===== src/rtl/network.sv =====
// rtl/network.sv - single-neuron binary classifier using serial spike counting
// Each set pixel emits |weight| unit spikes that raise or lower a balance counter.
module network #(
  parameter int WIDTH = 8,
  parameter int HEIGHT = 7,
  parameter int NUM_POS_WEIGHTS = 3,
  parameter logic [WIDTH:0] WEIGHTS [0:HEIGHT-1] = '{default: (WIDTH+1)'(60)},
  localparam int BW = $clog2(HEIGHT * (2**WIDTH - 1) + 1)
) (
  input  logic              clk,
  input  logic              rst,
  input  logic [HEIGHT-1:0] pixels,
  output logic              neuron_out,
  output logic [BW-1:0]     balance_out
);

  localparam int S  = 2**(WIDTH+1) + 2;
  localparam int CW = $clog2(S);
  localparam int IW = (HEIGHT > 1) ? $clog2(HEIGHT) : 1;

  localparam logic [WIDTH-1:0] MAG_MAX      = '1;
  localparam logic [BW-1:0]    BAL_MAX      = '1;
  localparam logic [CW-1:0]    C_WRAP       = CW'(S - 1);
  localparam logic [CW-1:0]    C_DONE       = CW'(S - 2);
  localparam logic [CW-1:0]    C_SPIKE_LAST = CW'(S - 4);
  localparam logic [IW-1:0]    I_LAST       = IW'(HEIGHT - 1);
  localparam logic [IW:0]      NPOS         = (IW+1)'(NUM_POS_WEIGHTS);

  logic [IW-1:0]    i;
  logic [CW-1:0]    c;
  logic [WIDTH-1:0] cnt;
  logic [WIDTH-1:0] mag;
  logic [BW-1:0]    balance;
  logic             underflow;
  logic             done;
  logic             spike;
  logic             excit;

  always_comb begin
    mag = WEIGHTS[i][WIDTH-1:0];
    // Weights wider than WIDTH bits saturate so the balance stays within BW bits.
    if (WEIGHTS[i] > {1'b0, MAG_MAX}) mag = MAG_MAX;
    spike = !c[0] && (c >= CW'(2)) && (c <= C_SPIKE_LAST) && (cnt != '0);
    excit = ({1'b0, i} < NPOS);
  end

  always_ff @(posedge clk or negedge rst) begin
    if (!rst) begin
      i         <= '0;
      c         <= '0;
      cnt       <= '0;
      balance   <= '0;
      underflow <= 1'b0;
      done      <= 1'b0;
    end else if (!done) begin
      if (c == C_WRAP) begin
        c <= '0;
        i <= i + 1'b1;
      end else begin
        c <= c + 1'b1;
      end
      if ((c == C_DONE) && (i == I_LAST)) done <= 1'b1;
      if (c == '0) begin
        cnt <= pixels[i] ? mag : '0;
      end else if (spike) begin
        cnt <= cnt - 1'b1;
        if (excit) begin
          if (balance != BAL_MAX) balance <= balance + 1'b1;
        end else if (balance != '0) begin
          balance <= balance - 1'b1;
        end else begin
          underflow <= 1'b1;
        end
      end
    end
  end

  assign neuron_out  = done && (balance != '0) && !underflow;
  assign balance_out = balance;

endmodule


===== config.mk =====
export PLATFORM = sky130hd
export DESIGN_NAME = network
export DESIGN_NICKNAME = d
export VERILOG_FILES = /design/src/rtl/network.sv
export SDC_FILE = /design/constraint.sdc
export NUM_CORES = 1
export LEC_CHECK = 0
export ABC_AREA = 1
export BUFFER_PORTS_ARGS = -buffer_cell sky130_fd_sc_hd__buf_2
export CORE_MARGIN = 3
export CORE_UTILIZATION = 54
export CTS_CLUSTER_SIZE = 24
export DETAILED_ROUTE_END_ITERATION = 10
export GPL_TIMING_DRIVEN = 0
export PLACE_DENSITY = 0.76
export SETUP_SLACK_MARGIN = 0.5
export SYNTH_ARGS = -nofsm -noshare
export SYNTH_HDL_FRONTEND = slang
export SYNTH_SLANG_ARGS = --single-unit

===== constraint.sdc =====
create_clock -name clk -period 1.8 [get_ports clk]
set_clock_uncertainty 0.1 [all_clocks]
set_input_delay 0.27 -clock clk [delete_from_list [all_inputs] [get_ports clk]]
set_output_delay 0.27 -clock clk [all_outputs]
set_load 0.05 [all_outputs]

==> run metrics <==
Post-DP HPWL=4.16 mm; DRC Markers=0; via count=3228; critical path data arrival time=2.18 ns; period utilization=113%; Critical Path Source Type=flop; worst setup margin=-0.240 ns; largest net degree at the start of global routing=35; core box area=~4500 sq um; Worst Setup End Kind=flop; Yosys cell types=31; Routed WL=10.8 mm; Die W=around 75 um; peak supply drop=1110 uV; Final #Nets=491; Worst slew margin=between 40% and 50%; Yosys top cell area share=between 30% and 40%; number of detailed-route iterations in the first pass=6; total track usage=28.2%; synth top area cells=dfrtp_1 (33%), nand2_1 (20%), ha_1 (8.7%), inv_1 (6.9%), nand3_1 (6.4%); unrepaired setup endpoints after global routing=true; Min-Delay Path Class=input pin to asynchronous set/reset pin; failing checks=negative hold slack, negative setup slack; max-cap violation count=0; Clock Sinks=34; crit path max fanout=6; placed cells=452; first-pass GRT wire length=12.1 mm; initial antenna violation count=0; Vias/cell=6.27; Die H=approximately 75 um; DP Area=2920 sq um; fin area=roughly 4100 sq um; synthesized area=2590 sq um; CP Class=flop to flop; drt initial violations=288; Synth Register Bits=34; Worst-Margin Slew=0.838 ns; Seq/Total Area, Yosys=32.8%; tightest hold margin=-0.0391 ns; Antenna Nets Post-Route=0; H-tree levels=2; CTS root buf=clkbuf_8; post-synthesis net count=slightly above 400; ant diodes=0; grt ovf=0; status=finished, violations left; leakage power total=2.01 nW; Final GP Congestion=0.913; latest clock arrival within the worst-skew pair=0.31 ns; Initial Utilization=57.6%; layout filler cell count=155; Max clock buf depth=2; minimum clock period=between 2 and 2.5 ns; Clock transition at path regs=0.08 ns; Max Fclk=just under 500 MHz; die area=5670 sq um; CTS tree=built; Slew Limit Fails=0; WL/cell=21.0 um; vias in the first global route=2602; Gate Count Post-Synth=380; Yosys Warn Count=0; Hold Violations, Final=34; area leader, netlist=dfrtp_1; final setup vio count=13; Syn Area/Cell=6.82 sq um; CP required=1.94 ns; I/O pins=21; Layout area overhead=59.4%; IO buf count=20; Layout Cells excl Fill=515; CTS buffer count=5; share of cells above drive strength 1=50.1%; FP Rows=24; P per Cell Area=951 nW/um^2
==> cells in the mapped netlist <==
| cell type | count |
|---|---|
| nand4_1 | 4 |
| nand2_1 | 138 |
| xnor2_1 | 2 |
| inv_4 | 1 |
| o21ai_0 | 7 |
| nor2_4 | 1 |
| nand3b_1 | 3 |
| dfrtp_1 | 34 |
| o41ai_1 | 1 |
| o21ai_2 | 1 |
| nor2_2 | 5 |
| nand3b_4 | 1 |
| inv_2 | 1 |
| nor3_1 | 3 |
| inv_1 | 48 |
| o21ai_1 | 1 |
| fa_1 | 1 |
| nand3_1 | 33 |
| or2_0 | 1 |
| o21bai_1 | 1 |
| xor2_1 | 10 |
| ha_1 | 18 |
| nand2_4 | 1 |
| a211oi_1 | 1 |
| a21boi_0 | 1 |
| a21oi_1 | 6 |
| nand2_2 | 9 |
| nor2_1 | 42 |
| buf_6 | 3 |
| nand3_2 | 1 |
| nor3b_1 | 1 |
==> final cells by class <==
class | instances | area [sq um] | share of cell area, %
multi-input cells | 294 | 2160 | 52.2
flip-flops and latches | 34 | 872 | 21.1
repair buffers | 75 | 716 | 17.3
inverters | 50 | 205 | 4.97
clock buffers | 6 | 72.6 | 1.76
well taps | 52 | 65.1 | 1.57
plain buffers | 3 | 37.5 | 0.908
clock inverters | 1 | 7.51 | 0.182
==> where the power goes <==
part           leakage [nW]  switching [mW]  internal (mW)
clock                0.0373           0.335          0.266
combinational          1.56            1.27          0.936
sequential            0.410           0.184          0.935
==> worst max-delay path: stages (launching register included) <==
cell,delay [ns]
dfrtp_2,0.44
nand2_4,0.16
nand2_8,0.11
ha_4,0.32
nand2_1,0.13
nor2_2,0.20
nand3_1,0.15
nand3_1,0.13
nand2_1,0.07
nand2_1,0.06
nand2_1,0.05
nand2_1,0.07
==> sequential cells by signal (all words and copies together), names as in the netlist <==
name / flops
i: 3
done: 1
underflow: 1
c: 10
cnt: 8
balance_out: 11
==> layer usage <==
metal | part of all wire (%) | wire length (um) | global-route usage, %
met1 | 37 | 4000 | 34.6
met5 | 0 | 0 | 0
met3 | 9.3 | 1010 | 7.39
met4 | 7.0 | 754 | 11.1
met2 | 47 | 5070 | 47.5
==> per-stage QoR <==
stage,utilization (%),setup WS [ns],TNS (ns),total power [mW]
global placement,64.8,-0.185,-1.04,2.38
detailed placement,64.8,-0.228,-1.36,2.40
floorplan,-,0.0275,0,2.13
global route,91.8,-0.303,-2.06,4.08
CTS,80.7,0.00742,0,3.45
finish,91.8,-0.240,-1.14,3.93
==> layout by cell type (no fill, tap or decap), types with 2 or more instances in the layout <==
master	count
a21oi_2	3
a21oi_4	2
buf_2	8
buf_4	30
buf_6	30
buf_8	10
clkbuf_8	5
dfrtp_1	17
dfrtp_2	17
ha_1	4
ha_4	13
inv_1	34
inv_2	11
inv_4	4
nand2_1	105
nand2_2	30
nand2_4	12
nand2_8	2
nand3_1	20
nand3_2	12
nand3_4	2
nand3b_1	3
nand4_1	4
nor2_1	20
nor2_2	13
nor2_4	15
nor3_4	2
o21ai_0	3
o21ai_1	3
o21ai_2	3
xnor2_1	2
xor2_1	10
==> final timing paths <==
kind	startpoint	end	slack (ns)	depth (start not counted)
max	i[0]	balance_out[10]	-0.24	11
min	rst	c[6]	-0.04	1
max reg2reg	i[0]	balance_out[10]	-0.24	11
min reg2reg	cnt[4]	cnt[4]	0.46	2
max in group asynchronous	rst	balance_out[6]	1.06	1
min in group clk	pixels[6]	cnt[2]	0.43	7
==> logic make-up (layout without fill, tap and decap cells) <==
logic type | count (synthesis) | count (layout) | share of synthesized area, %
and+or+nand+nor | 243 | 244 | 40.8
buffers and inverters | 53 | 135 | 8.64
DFF | 34 | 34 | 32.8
adders and majority gates | 19 | 19 | 9.46
AOI/OAI and AO/OA | 19 | 19 | 4.25
xor gates and xnor gates | 12 | 12 | 4.05
==> timing repair <==
action / in CTS / in global routing
pin swaps: 20 / 34
endpoints found under the hold margin: 29 / 0
setup buffers: 29 / 24
gates cloned: 2 / 1
gates resized for setup: 98 / 92
setup endpoints to repair: 45 / 45
Power figures use the tool's default switching activity.
